## config.mk

```make
export PLATFORM = sky130hd
export DESIGN_NAME = ps2_mouse_cursor_flat
export DESIGN_NICKNAME = d
export VERILOG_FILES = /design/src/rtl/mouse_pkg.sv /design/src/rtl/ps2_mouse_cursor_if.sv /design/src/rtl/mouse_axis_accum.sv /design/src/rtl/ps2_mouse_cursor.sv /design/src/flat_wrapper.sv
export SDC_FILE = /design/constraint.sdc
export NUM_CORES = 1
export LEC_CHECK = 0
export BUFFER_PORTS_ARGS = -buffer_cell sky130_fd_sc_hd__buf_2
export CORE_UTILIZATION = 48
export CTS_CLUSTER_SIZE = 25
export DETAILED_ROUTE_END_ITERATION = 10
export PLACE_DENSITY = 0.74
export SYNTH_ARGS = -nofsm -noshare
export SYNTH_HDL_FRONTEND = slang
export SYNTH_SLANG_ARGS = --single-unit
```

## constraint.sdc

```tcl
create_clock -name clk -period 3.85 [get_ports clk]
set_input_delay 0.5775 -clock clk [delete_from_list [all_inputs] [get_ports clk]]
set_output_delay 0.5775 -clock clk [all_outputs]
set_load 0.005 [all_outputs]
```

## src/rtl/mouse_pkg.sv

```systemverilog
// Shared types for the PS/2 mouse packet framer and cursor accumulator.
package mouse_pkg;

  // Byte 0 of every movement packet has this bit hard-wired to 1.
  localparam int ALWAYS1_BIT = 3;

  typedef enum logic [1:0] {
    WAIT_B0,
    WAIT_B1,
    WAIT_B2,
    APPLY
  } mouse_frame_state_t;

  typedef struct packed {
    logic       y_ovf;
    logic       x_ovf;
    logic       y_sign;
    logic       x_sign;
    logic       always_1;
    logic       middle;
    logic       right;
    logic       left;
    logic [7:0] x_move;
    logic [7:0] y_move;
  } mouse_packet_t;

endpackage

```

## src/rtl/ps2_mouse_cursor_if.sv

```systemverilog
// Byte-stream input and decoded cursor output bundle for ps2_mouse_cursor.
interface ps2_mouse_cursor_if;
  import mouse_pkg::*;

  // byte_valid qualifies byte_data for exactly one cycle; there is no ready,
  // so the consumer either takes the byte on that edge or drops it.
  logic               stream_en;
  logic               byte_valid;
  logic [7:0]         byte_data;
  logic               pkt_valid;
  logic [2:0]         buttons;
  logic [8:0]         dx;
  logic [8:0]         dy;
  logic [9:0]         cursor_x;
  logic [9:0]         cursor_y;
  logic               sync_err;
  mouse_frame_state_t frame_state;

  modport master (
    output stream_en, byte_valid, byte_data,
    input  pkt_valid, buttons, dx, dy, cursor_x, cursor_y, sync_err, frame_state
  );

  modport slave (
    input  stream_en, byte_valid, byte_data,
    output pkt_valid, buttons, dx, dy, cursor_x, cursor_y, sync_err, frame_state
  );

endinterface

```

## src/rtl/mouse_axis_accum.sv

```systemverilog
// One cursor axis: signed add (or subtract) of a 9-bit delta, clamped to 0..LIMIT-1.
module mouse_axis_accum #(
  parameter int LIMIT    = 640,
  parameter bit SUBTRACT = 1'b0
) (
  input  logic [9:0] pos,
  input  logic [8:0] delta,
  output logic [9:0] pos_next
);

  localparam logic signed [11:0] MAX_POS = 12'(LIMIT - 1);

  logic signed [11:0] pos_ext;
  logic signed [11:0] delta_ext;
  logic signed [11:0] sum;

  // 12 bits hold 0..1023 +/- 256 without wrapping, so the clamp sees the true sum.
  always_comb begin
    pos_ext   = $signed({2'b00, pos});
    delta_ext = $signed({{3{delta[8]}}, delta});
    sum       = SUBTRACT ? (pos_ext - delta_ext) : (pos_ext + delta_ext);
    if (sum < 12'sd0) begin
      pos_next = '0;
    end else if (sum > MAX_POS) begin
      pos_next = MAX_POS[9:0];
    end else begin
      pos_next = sum[9:0];
    end
  end

endmodule

```

## src/rtl/ps2_mouse_cursor.sv

```systemverilog
// Frames 3-byte PS/2 mouse packets and accumulates a clamped cursor position.
// Optional mid-packet idle timeout: define MOUSE_PKT_TIMEOUT_EN.
module ps2_mouse_cursor
  import mouse_pkg::*;
#(
  parameter int H_RES  = 640,
  parameter int V_RES  = 480,
  parameter int INIT_X = 320,
`ifdef MOUSE_PKT_TIMEOUT_EN
  parameter int TIMEOUT_CYCLES = 250000,
`endif
  parameter int INIT_Y = 240
) (
  input logic               clk,
  input logic               rst,
  ps2_mouse_cursor_if.slave bus
);

  mouse_frame_state_t state, state_next;
  mouse_packet_t      pkt;
  logic               load_b0, load_b1, load_b2;
  logic               sync_err_next;
  logic               apply;
  logic               timeout;

  logic               pkt_valid_q;
  logic               sync_err_q;
  logic [2:0]         buttons_q;
  logic [8:0]         dx_q, dy_q;
  logic [9:0]         cursor_x_q, cursor_y_q;
  logic [8:0]         dx_dec, dy_dec;
  logic [9:0]         cursor_x_next, cursor_y_next;

`ifdef MOUSE_PKT_TIMEOUT_EN
  localparam int CNT_W = $clog2(TIMEOUT_CYCLES + 1);
  logic [CNT_W-1:0] idle_cnt;
  logic             mid_packet;

  assign mid_packet = (state == WAIT_B1) || (state == WAIT_B2);
  assign timeout    = mid_packet && (idle_cnt == CNT_W'(TIMEOUT_CYCLES));

  always_ff @(posedge clk or negedge rst) begin
    if (!rst) begin
      idle_cnt <= '0;
    end else if (bus.byte_valid || !mid_packet) begin
      idle_cnt <= '0;
    end else if (!timeout) begin
      idle_cnt <= idle_cnt + 1'b1;
    end
  end
`else
  assign timeout = 1'b0;
`endif

  // APPLY always finishes, even if stream_en drops in the same cycle.
  always_comb begin
    state_next    = state;
    load_b0       = 1'b0;
    load_b1       = 1'b0;
    load_b2       = 1'b0;
    sync_err_next = 1'b0;
    case (state)
      WAIT_B0: begin
        if (bus.stream_en && bus.byte_valid) begin
          if (bus.byte_data[ALWAYS1_BIT]) begin
            load_b0    = 1'b1;
            state_next = WAIT_B1;
          end else begin
            sync_err_next = 1'b1;
          end
        end
      end
      WAIT_B1: begin
        if (!bus.stream_en) begin
          state_next = WAIT_B0;
        end else if (bus.byte_valid) begin
          load_b1    = 1'b1;
          state_next = WAIT_B2;
        end else if (timeout) begin
          sync_err_next = 1'b1;
          state_next    = WAIT_B0;
        end
      end
      WAIT_B2: begin
        if (!bus.stream_en) begin
          state_next = WAIT_B0;
        end else if (bus.byte_valid) begin
          load_b2    = 1'b1;
          state_next = APPLY;
        end else if (timeout) begin
          sync_err_next = 1'b1;
          state_next    = WAIT_B0;
        end
      end
      APPLY:   state_next = WAIT_B0;
      default: state_next = WAIT_B0;
    endcase
  end

  assign apply  = (state == APPLY) && pkt.always_1;
  assign dx_dec = pkt.x_ovf ? 9'd0 : {pkt.x_sign, pkt.x_move};
  assign dy_dec = pkt.y_ovf ? 9'd0 : {pkt.y_sign, pkt.y_move};

  mouse_axis_accum #(.LIMIT(H_RES), .SUBTRACT(1'b0)) u_accum_x (
    .pos      (cursor_x_q),
    .delta    (dx_dec),
    .pos_next (cursor_x_next)
  );

  // Screen Y grows downward while PS/2 Y is positive upward.
  mouse_axis_accum #(.LIMIT(V_RES), .SUBTRACT(1'b1)) u_accum_y (
    .pos      (cursor_y_q),
    .delta    (dy_dec),
    .pos_next (cursor_y_next)
  );

  always_ff @(posedge clk or negedge rst) begin
    if (!rst) begin
      state       <= WAIT_B0;
      pkt         <= '0;
      pkt_valid_q <= 1'b0;
      sync_err_q  <= 1'b0;
      buttons_q   <= '0;
      dx_q        <= '0;
      dy_q        <= '0;
      cursor_x_q  <= 10'(INIT_X);
      cursor_y_q  <= 10'(INIT_Y);
    end else begin
      state       <= state_next;
      sync_err_q  <= sync_err_next;
      pkt_valid_q <= apply;
      if (load_b0) begin
        {pkt.y_ovf, pkt.x_ovf, pkt.y_sign, pkt.x_sign,
         pkt.always_1, pkt.middle, pkt.right, pkt.left} <= bus.byte_data;
      end
      if (load_b1) pkt.x_move <= bus.byte_data;
      if (load_b2) pkt.y_move <= bus.byte_data;
      if (apply) begin
        buttons_q  <= {pkt.middle, pkt.right, pkt.left};
        dx_q       <= dx_dec;
        dy_q       <= dy_dec;
        cursor_x_q <= cursor_x_next;
        cursor_y_q <= cursor_y_next;
      end
    end
  end

  assign bus.pkt_valid   = pkt_valid_q;
  assign bus.sync_err    = sync_err_q;
  assign bus.buttons     = buttons_q;
  assign bus.dx          = dx_q;
  assign bus.dy          = dy_q;
  assign bus.cursor_x    = cursor_x_q;
  assign bus.cursor_y    = cursor_y_q;
  assign bus.frame_state = state;

endmodule

```

## src/flat_wrapper.sv

```systemverilog
// flat-port wrapper written by rule: the top's interface ports become plain ports
module ps2_mouse_cursor_flat import mouse_pkg::*;
#(
  parameter int H_RES  = 640,
  parameter int V_RES  = 480,
  parameter int INIT_X = 320,

  parameter int INIT_Y = 240
)
  (clk, rst, bus_stream_en, bus_byte_valid, bus_byte_data, bus_pkt_valid, bus_buttons, bus_dx, bus_dy, bus_cursor_x, bus_cursor_y, bus_sync_err, bus_frame_state);
  ps2_mouse_cursor_if bus_i ();
  input logic clk;
  input logic rst;
  input wire logic [$bits(bus_i.stream_en)-1:0] bus_stream_en;
  input wire logic [$bits(bus_i.byte_valid)-1:0] bus_byte_valid;
  input wire logic [$bits(bus_i.byte_data)-1:0] bus_byte_data;
  output wire logic [$bits(bus_i.pkt_valid)-1:0] bus_pkt_valid;
  output wire logic [$bits(bus_i.buttons)-1:0] bus_buttons;
  output wire logic [$bits(bus_i.dx)-1:0] bus_dx;
  output wire logic [$bits(bus_i.dy)-1:0] bus_dy;
  output wire logic [$bits(bus_i.cursor_x)-1:0] bus_cursor_x;
  output wire logic [$bits(bus_i.cursor_y)-1:0] bus_cursor_y;
  output wire logic [$bits(bus_i.sync_err)-1:0] bus_sync_err;
  output wire logic [$bits(bus_i.frame_state)-1:0] bus_frame_state;
  assign bus_i.stream_en = bus_stream_en;
  assign bus_i.byte_valid = bus_byte_valid;
  assign bus_i.byte_data = bus_byte_data;
  assign bus_pkt_valid = bus_i.pkt_valid;
  assign bus_buttons = bus_i.buttons;
  assign bus_dx = bus_i.dx;
  assign bus_dy = bus_i.dy;
  assign bus_cursor_x = bus_i.cursor_x;
  assign bus_cursor_y = bus_i.cursor_y;
  assign bus_sync_err = bus_i.sync_err;
  assign bus_frame_state = bus_i.frame_state;
  ps2_mouse_cursor #(.H_RES(H_RES), .V_RES(V_RES), .INIT_X(INIT_X), .INIT_Y(INIT_Y)) u_core (.clk(clk), .rst(rst), .bus(bus_i));
endmodule
```

### Word level (Yosys, flattened, before mapping)

Cells that the tools add are included.
Widths: inputs -> output; s select.

* register bits after elaboration: 69
* bits of input ports: 12
* logic and storage cells: 58

* $add $sub $neg: 2
* $lt $le $gt $ge: 4
* eq/ne operators: 7
* muxes and demuxes: 23
* reductions and logical operators: 4

Operators with widths (number)
* $mux 10: 4
* $lt 12x1->1 const B: 2
* $mux 9: 2
* $add 11x9->12: 1
* $gt 12x10->1 const B: 1
* $gt 12x11->1 const B: 1
* $mux 2: 6
* $sub 11x9->12: 1
* $mux 1: 10
* $pmux 2 s4: 1
* $ne 3x3->1 const B: 2
* $eq 2x2->1 const B: 2
* $reduce_and 4->1: 1
* $eq 2x1->1 const B: 1
* $logic_and 1x1->1: 2
* $logic_not 2->1: 1
* $ne 2x1->1 const B: 1
* $ne 2x2->1 const B: 1

### Longest topological paths before layout

Gate-level depths: netlist of the first run.

* depth in word-level cells: 5
* mapped depth: 11

### Modules after synthesis

From an unflattened synthesis of the first run, not the netlist that was laid out.

* cells, all modules: 354
* area, all modules: 4086.4 um^2

Modules (own cells, without submodules)
* ps2_mouse_cursor: instances 1, cells each 172, area each 2731.4 um^2
* mouse_axis_accum (u_core.u_accum_x): instances 1, cells each 91, area each 688.2 um^2
* mouse_axis_accum (u_core.u_accum_y): instances 1, cells each 91, area each 666.9 um^2

### Worst setup path before layout of the first run

OpenSTA, ideal clock, no wires.

* path type: flip-flop to flip-flop
* start: register u_core.pkt[22] (netlist name)
* end: register u_core.cursor_x_q[0], in the netlist u_core.bus.cursor_x[0]
* setup time: 0.141 ns
* arrival time: 2.544 ns
* data required time: 3.709 ns
* slack: 1.165 ns
* stages on the path, launching flop included: 11
* path buffers: 0
* period minus slack after synthesis: 2.685 ns
* cells stage by stage: dfrtp_1 -> nand2b_1 -> inv_1 -> ha_1 -> a21oi_1 -> o21ai_1 -> a311oi_4 -> nor4b_1 -> a21o_1 -> o21ai_1 -> a31oi_1

* cells in the longest elaborated chain, start to end: 5
* elaborated cells between the ends (all ways): 6
* those cells by class: add/sub: 1; order compare: 2; mux: 3

Ends and longest elaborated chain
* from (decl): line ps2_mouse_cursor.sv:20 `mouse_packet_t pkt;`
* $mux 9 *: line ps2_mouse_cursor.sv:101 `assign dx_dec = pkt.x_ovf ? 9'd0 : {pkt.x_sign, pkt.x_move};`
* named net u_core.dx_dec[8]: line ps2_mouse_cursor.sv:31 `logic [8:0] dx_dec, dy_dec;`
* $add 11x9->12 *: line mouse_axis_accum.sv:21 `sum = SUBTRACT ? (pos_ext - delta_ext) : (pos_ext + delta_ext);`
* $gt 12x11->1: line mouse_axis_accum.sv:24 `end else if (sum > MAX_POS) begin`
* $mux 10: line mouse_axis_accum.sv:24
* $mux 10 *: line mouse_axis_accum.sv:22 `if (sum < 12'sd0) begin`
* to (signal assigned): line ps2_mouse_cursor.sv:126 `cursor_x_q <= 10'(INIT_X);`
* to (signal assigned): line ps2_mouse_cursor.sv:142 `cursor_x_q <= cursor_x_next;`
* to (decl): line ps2_mouse_cursor.sv:30 `logic [9:0] cursor_x_q, cursor_y_q;`

Mark *: on every way through the listed nets, which the timed path passes. The rest lies on a longest branch.
A chain may end at the register's enable or synchronous reset.

### Worst setup path in the final report of the first run

* start: register u_core.pkt[22] (netlist name)
* end: register u_core.cursor_x_q[8], in the netlist u_core.bus.cursor_x[8]

Same word-level chain as after synthesis.

==> results of run 1 <==
## per-stage QoR
step	hold WS (ns)	setup slack [ns]	instances	utilization (%)	total power [W]
2_1_floorplan	0.282	1.16	414	-	0.00226
3_3_place_gp	0.452	0.760	568	54.1	0.00263
3_5_place_dp	0.458	0.713	568	54.1	0.00267
4_1_cts	0.365	0.683	584	56.9	0.00336
5_1_grt	0.404	0.433	584	56.9	0.00363
6_report	0.346	0.703	584	56.9	0.00336
## flip-flops by register name, summed over array words and instances (netlist names), 2 cells and up
register / cells
u_core.pkt: 24
u_core.bus.cursor_x: 10
u_core.bus.cursor_y: 10
u_core.bus.dx: 9
u_core.bus.dy: 9
u_core.bus.buttons: 3
u_core.bus.frame_state: 2
## path summary, 6_finish.rpt
check                                        startpoint                               endpoint  slack [ns]  depth (start not counted)
setup / recovery             u_core.pkt[22]$_DFFE_PN0P_     u_core.bus.cursor_x[8]$_DFFE_PN1P_        0.70                         11
hold / removal                                      rst  u_core.bus.frame_state[1]$_DFFE_PN0P_        0.35                          1
setup reg to reg             u_core.pkt[22]$_DFFE_PN0P_     u_core.bus.cursor_x[8]$_DFFE_PN1P_        0.70                         11
hold reg to reg            u_core.bus.dx[7]$_DFFE_PN0P_           u_core.bus.dx[7]$_DFFE_PN0P_        0.47                          2
max in group asynchronous                           rst     u_core.bus.cursor_x[8]$_DFFE_PN1P_        2.53                          2
min in group clk           u_core.bus.dx[7]$_DFFE_PN0P_           u_core.bus.dx[7]$_DFFE_PN0P_        0.47                          2
## cell families after synthesis
group	after synthesis	synth area share, %
XOR/XNOR	15	3.26
buffers and inverters	26	2.42
multiplexers	25	7.24
flip-flops	69	43.1
AND/OR/NAND/NOR	151	18.0
AO/OA/AOI/OAI	102	17.6
adder cells (fa/ha/maj)	26	8.45
## final cells by class
| cell class | count | area (um^2) |
|---|---|---|
| flip-flops and latches | 69 | 1730 |
| fillers | 712 | 3520 |
| repair buffers | 58 | 295 |
| inverters | 17 | 63.8 |
| multi-input cells | 319 | 2200 |
| clock inverters | 4 | 70.1 |
| well taps | 105 | 131 |
| clock buffers | 12 | 155 |
## worst max-delay path, cell delays in order, from the launching register on
cell and delay [ns]:
sky130_fd_sc_hd__dfrtp_1 0.47, sky130_fd_sc_hd__nor2b_1 0.23, sky130_fd_sc_hd__ha_1 0.26, sky130_fd_sc_hd__inv_1 0.07
sky130_fd_sc_hd__fa_1 0.40, sky130_fd_sc_hd__nor2b_1 0.19, sky130_fd_sc_hd__o31ai_2 0.12, sky130_fd_sc_hd__a21oi_1 0.25
sky130_fd_sc_hd__nor2_1 0.08, sky130_fd_sc_hd__o41ai_1 0.41, sky130_fd_sc_hd__a22oi_1 0.21, sky130_fd_sc_hd__o41ai_2 0.38
## synth_stat cells (2+ instances only)
master / instances / area, um^2
sky130_fd_sc_hd__o211ai_1: 3 / 22.5
sky130_fd_sc_hd__a211oi_1: 4 / 30.0
sky130_fd_sc_hd__nor4b_1: 2 / 17.5
sky130_fd_sc_hd__nand2_1: 71 / 267
sky130_fd_sc_hd__nor2_1: 22 / 82.6
sky130_fd_sc_hd__o21ai_1: 8 / 40.0
sky130_fd_sc_hd__dfstp_2: 6 / 158
sky130_fd_sc_hd__and2_1: 2 / 12.5
sky130_fd_sc_hd__a211oi_2: 2 / 25.0
sky130_fd_sc_hd__xnor2_1: 6 / 52.6
sky130_fd_sc_hd__mux2_2: 23 / 259
sky130_fd_sc_hd__nor2b_1: 14 / 87.6
sky130_fd_sc_hd__ha_1: 24 / 300
sky130_fd_sc_hd__inv_1: 17 / 63.8
sky130_fd_sc_hd__nand3_1: 4 / 20.0
sky130_fd_sc_hd__nand2b_1: 19 / 119
sky130_fd_sc_hd__xor2_1: 9 / 78.8
sky130_fd_sc_hd__a31oi_1: 8 / 50.1
sky130_fd_sc_hd__clkbuf_1: 8 / 30.0
sky130_fd_sc_hd__dfrtp_1: 63 / 1580
sky130_fd_sc_hd__o21ai_0: 21 / 105
sky130_fd_sc_hd__fa_1: 2 / 40.0
sky130_fd_sc_hd__o21bai_1: 3 / 22.5
sky130_fd_sc_hd__o21a_1: 3 / 22.5
sky130_fd_sc_hd__o31ai_2: 2 / 25.0
sky130_fd_sc_hd__nor3_1: 8 / 40.0
sky130_fd_sc_hd__and3_1: 2 / 12.5
sky130_fd_sc_hd__a21oi_1: 18 / 90.1
sky130_fd_sc_hd__a22oi_1: 9 / 67.6
sky130_fd_sc_hd__a21o_1: 6 / 45.0
## cell usage in the layout (no fill, tap or decap), types with 3 or more instances in the layout
cell                        n
sky130_fd_sc_hd__a22oi_1    9
sky130_fd_sc_hd__nor2b_1   14
sky130_fd_sc_hd__o211ai_1   3
sky130_fd_sc_hd__clkbuf_8  11
sky130_fd_sc_hd__xor2_1     9
sky130_fd_sc_hd__xnor2_1    6
sky130_fd_sc_hd__inv_1     17
sky130_fd_sc_hd__ha_1      24
sky130_fd_sc_hd__buf_2     56
sky130_fd_sc_hd__o21ai_1    8
sky130_fd_sc_hd__o21ai_0   21
sky130_fd_sc_hd__mux2_2    23
sky130_fd_sc_hd__dfrtp_1   63
sky130_fd_sc_hd__a211oi_1   4
sky130_fd_sc_hd__o21a_1     3
sky130_fd_sc_hd__nand3_1    3
sky130_fd_sc_hd__o21bai_1   3
sky130_fd_sc_hd__a21oi_1   18
sky130_fd_sc_hd__nor2_1    22
sky130_fd_sc_hd__a21o_1     6
sky130_fd_sc_hd__nand2b_1  19
sky130_fd_sc_hd__nor3_1     8
sky130_fd_sc_hd__a31oi_1    8
sky130_fd_sc_hd__dfstp_2    6
sky130_fd_sc_hd__nand2_1   71
## power groups by stage
stage,Clock (W),Combinational (W),Sequential (W)
after CTS,0.000686,0.00163,0.00104
after detailed placement,0,0.00162,0.00105
after global routing,0.000716,0.00185,0.00107
final,0.000674,0.00165,0.00104
after floorplan,0,0.00123,0.00103
after global placement,0,0.00158,0.00105
## layer usage
metal / part of all wire, % / GRT usage (%)
met1: 46 / 30.7
met2: 47 / 34.6
met5: 0 / 0
met3: 5.1 / 4.15
met4: 2.3 / 10.4
==> flow_summary.yaml, run 1 <==
global_route:
  grt_start_max_net_pins: 48
  grt_pass1_vias: 3229
  grt_util_all_layers_pct: 22.5
  globalRouteOverflowTotal: 0
  grt_antenna_before_repair: 0
  wire_length_of_the_first_global_routing_pass_um: 15400
logic_synthesis:
  yosys_warnings: 0
  synthesis.instances: 414
  synth_ff_type: "sky130_fd_sc_hd__dfrtp_1"
  synth_fp_nets: 452
  synth.ff_latch_count: 69
  sequential_to_total_area_share_from_yosys_stat_pct: 43.1
  yosysUniqueCellTypes: 55
  synth_area_per_cell_um2: 9.73
  synth_edf_count: 0
  async_reset_ff_share_pct: 100
  synth_area_um2: 4030
timing:
  pin_slew_with_the_least_headroom_to_its_limit_ns: 0.865
  finalHoldViolCount: 0
  setup_repair_after_global_routing_missed_its_margin: "false"
  maxSlewViolCount: 0
  timing.slew.headroom_pct: 42.3
  totalNegativeSetupSlack_ns: 0
  timing.final.setup_violations: 0
  post-route-period-util_pct: 81.7
  skew_ns: 0.0151
  final.min_clock_period_ns: 3.15
  max_clk_rate_mhz: 318
route:
  ant_nets: 0
  routed_wl_um: 9090
  drc: 0
  drtIter0Drc: 184
  route.detailed.vias_per_inst: 5.61
  avgRoutedWirePerCell_um: 15.6
  via_count: 3279
  drt_pre_antenna_iters: 4
placement:
  gp_congestion: 0.924
  dpl_cell_area_um2: 4430
  place.detailed.hpwl_um: 6760
  io_buffers: 56
outcome:
  run_status: "finished, final reports clean"
clock_tree:
  cts_num_sinks: 69
  post_cts.repair.setup_buffers: 0
  clock_latency_ns: 0.35
  tritoncts_clock_tree: "built"
  clkSlewWorstSetupHoldPaths_ns: 0.08
  cts_hold_buf: 0
  resized_gates_after_cts: 0
  tritoncts.num_buffers: 9
  h-tree-depth: 3
  clockBufferDepth: 2
  root_buffer: "sky130_fd_sc_hd__clkbuf_8"
worst_setup_path:
  critical_path_peak_fanout: 10
  required_ns: 4.10
  critical_path.startpoint_type: "flip-flop"
  path_class: "flip-flop to flip-flop"
  critical_path.endpoint_type: "flip-flop"
  worst_ep_arrival_time_ns: 3.40
pwr:
  cellInternalPower_w: 0.00202
  netSwitchingPower_w: 0.00134
  part_of_the_power_in_combinational_logic_pct: 49.0
  p_seq_share_pct: 30.9
  vdd.ir_drop.worst_uv: 301
  p_per_area_nw_per_um2: 723
  power_leakage_nw: 2.28
  sw_frac_of_total_pct: 39.8
  share_clk_of_total_power_pct: 20.0
floorplanning:
  row_count: 33
  core_um2: 8180
  floorplan.die_area_um2: 8760
  initial_utilization_pct: 49.3
  num_io_pins: 57
  die_y_um: 93.6
  die_w_um: 93.6
layout:
  design.final.nets: 512
  area_added_between_synthesis_and_finish_pct: 15.5
  num_antenna_cells: 0
  drive_above_1_share_pct: 24.0
  design_area_um2: 4650
min_path:
  hold_class: "input port to async pin"
run:
  max_cap_viol_count: 0
(Power assumes the default switching activity.)
==> run 2, diff against run 1 <==
PLACE_DENSITY = 0.76   (was 0.74)
clock period = 2.6 ns   (was 3.85 ns; I/O delays follow)
==> run 2 against run 1 <==
  * The run now ends with setup timing left
  * Combinational power grew to 2.5 times the previous value
  * Non-clock buffer count is 80 higher
  * Fmax up 16%
  * Wire length is 39% higher
  * Total power rose by 100%
  * Register-to-register slack got worse by 0.81 ns
  * Final cell count up 14%
  * Sequential power increased by 55%
  * Via count increased by 18%
  * Count of clock-buffer cells in the layout shrank 1
  * Sequential share of layout area is 7.9 points lower
==> flow_summary.yaml, run 2 (synthesized netlist as in run 1, its figures left out) <==
pwr:
  vdd.ir_drop.worst_uv: 477
  finalPower_w: 0.00678
  power_leakage_nw: 2.82
  p_per_area_nw_per_um2: 1150
timing:
  totalNegativeSetupSlack_ns: -0.556
  maxSlewViolCount: 0
  timing.slew.headroom_pct: 60.7
  post-route-period-util_pct: 104
  timing.final.ws_setup_ns: -0.106
  timing.final.setup_violations: 16
  final.min_clock_period_ns: 2.71
  skew_ns: 0.00852
  max_clk_rate_mhz: 369
  setup_repair_after_global_routing_missed_its_margin: "true"
  pin_slew_with_the_least_headroom_to_its_limit_ns: 0.590
  finalHoldViolCount: 0
route:
  drtIter0Drc: 287
  avgRoutedWirePerCell_um: 19.1
  via_count: 3860
  routed_wl_um: 12700
  drc: 0
  drt_pre_antenna_iters: 5
  route.detailed.vias_per_inst: 5.81
  ant_nets: 0
layout:
  largest_register_ffs: 24
  layout.area.seq_um2: 1740
  mostFrequentLayoutCells: "sky130_fd_sc_hd__buf_4 (75), sky130_fd_sc_hd__nand2_1 (67), sky130_fd_sc_hd__dfrtp_1 (61)"
  area_added_between_synthesis_and_finish_pct: 46.9
  multiInputGateArea_um2: 2830
  design.final.nets: 592
  drive_above_1_share_pct: 50.4
  postLayoutCoreUtil_pct: 72.4
  num_antenna_cells: 0
  layout.cells.non_filler: 664
  registers.top_by_ff_count: "u_core.pkt"
  final.fill_count: 521
  layout.cells.most_common: "sky130_fd_sc_hd__buf_4"
global_route:
  grt_util_all_layers_pct: 27.4
  grt_antenna_before_repair: 0
  grt_start_max_net_pins: 29
  globalRouteOverflowTotal: 0
  grt_pass1_vias: 3781
  wire_length_of_the_first_global_routing_pass_um: 18300
worst_setup_path:
  path_cells: "nor2b_4 > ha_4 > inv_2 > fa_2 > a211oi_4 > o21ai_2 > buf_4 > a21oi_2 > xor2_1 > o31a_4 > a32o_1"
  critical_path.startpoint_type: "flip-flop"
  path_buf_inv: 2
  worst_path_max_stage_delay_ns: 0.45
  worst_ep_arrival_time_ns: 3.00
  path_class: "flip-flop to flip-flop"
  cell_count_along_the_critical_path: 11
  cpMaxStageDelayCell: "sky130_fd_sc_hd__dfrtp_2"
  critical_path_peak_fanout: 6
  required_ns: 2.89
  cpLargestDelayFamily: "compound AO/OA/AOI/OAI gates"
  critical_path.endpoint_type: "flip-flop"
  r2r.worst_path.cells: 11
clock_tree:
  root_buffer: "sky130_fd_sc_hd__clkbuf_8"
  tritoncts.num_buffers: 9
  cts_num_sinks: 69
  tritoncts_clock_tree: "built"
  clockBufferDepth: 2
  cts_hold_buf: 0
  clkSlewWorstSetupHoldPaths_ns: 0.08
  clock_latency_ns: 0.36
  h-tree-depth: 3
floorplanning:
  initial_utilization_pct: 49.3
  num_io_pins: 57
  row_count: 33
  die_y_um: 93.6
  core_um2: 8180
  floorplan.die_area_um2: 8760
  die_w_um: 93.6
min_path:
  hold_class: "input port to async pin"
placement:
  pre_cts_ws_ns: -0.205
  place.detailed.instances: 625
  place.detailed.hpwl_um: 7560
  gp_congestion: 0.905
  io_buffers: 56
run:
  max_cap_viol_count: 0
outcome:
  run_status: "finished, violations left"
  violated_checks: "setup timing"
run 2: changes by cell type in the layout (fill, tap and decap cells not counted), sizes merged:
cell	change
clkinv	-1
clkbuf	-1
clkinvlp	+2
buf	+80
run 2: layout make-up:
class | instances | share of cell area, %
multi-input combinational | 319 | 47.8
timing repair buffer | 138 | 15.7
tap | 105 | 2.22
clock buffer | 11 | 2.39
inverter | 17 | 1.12
clock inverter | 5 | 1.42
sequential | 69 | 29.4
run 2: power by group:
group | total [W] | internal, W | switching [W]
clock | 0.00102 | 0.000568 | 0.000452
sequential | 0.00161 | 0.00135 | 0.000266
combinational | 0.00414 | 0.00207 | 0.00207
total | 0.00678 | 0.00399 | 0.00279
run 2: timing repair:
action	in CTS	in global routing
pin swaps	21	40
gates resized for setup	55	66
setup buffers	10	14
hold endpoints to repair	0	0
setup endpoints to repair	19	19
run 2: metrics by stage:
step	hold WS [ns]	instance area [um^2]
final	0.0267	5920
after global routing	0.0664	5920
after CTS	0.0464	5490
after detailed placement	0.422	4880
after global placement	0.414	4880
after floorplan	0.0944	4060
run 2: final timing paths:
| path | start | to | slack [ns] |
|---|---|---|---|
| setup / recovery | u_core.pkt[23]$_DFFE_PN0P_ | u_core.bus.cursor_y[5]$_DFFE_PN1P_ | -0.11 |
| hold / removal | rst | u_core.bus.cursor_y[8]$_DFFE_PN0P_ | 0.03 |
| setup reg to reg | u_core.pkt[23]$_DFFE_PN0P_ | u_core.bus.cursor_y[5]$_DFFE_PN1P_ | -0.11 |
| hold reg to reg | u_core.bus.buttons[0]$_DFFE_PN0P_ | u_core.bus.buttons[0]$_DFFE_PN0P_ | 0.48 |
| max in group asynchronous | rst | u_core.bus.cursor_y[6]$_DFFE_PN1P_ | 1.76 |
| min in group clk | bus_byte_data[3] | u_core.bus.sync_err$_DFF_PN0_ | 0.26 |
run 2: worst reg2reg max path, delay by kind of cell, from the launching register on:
family                     cells  cell delay [ns]
AOI/OAI and AO/OA              5             1.23
xor gates and xnor gates       1             0.10
adders and majority gates      2             0.51
DFF                            1             0.45
and+or+nand+nor                1             0.15
buffers and inverters          2             0.20
run 2: metal layers:
metal / track usage, % / share of wire, % / up-vias / routed length [um]
met1: 34.1 / 40 / 1895 / 5100
met3: 5.93 / 4.8 / 60 / 608
met4: 12.2 / 3.8 / 0 / 484
met2: 45.7 / 51 / 158 / 6480
met5: 0 / 0 / - / 0
li1: - / - / 1747 / -
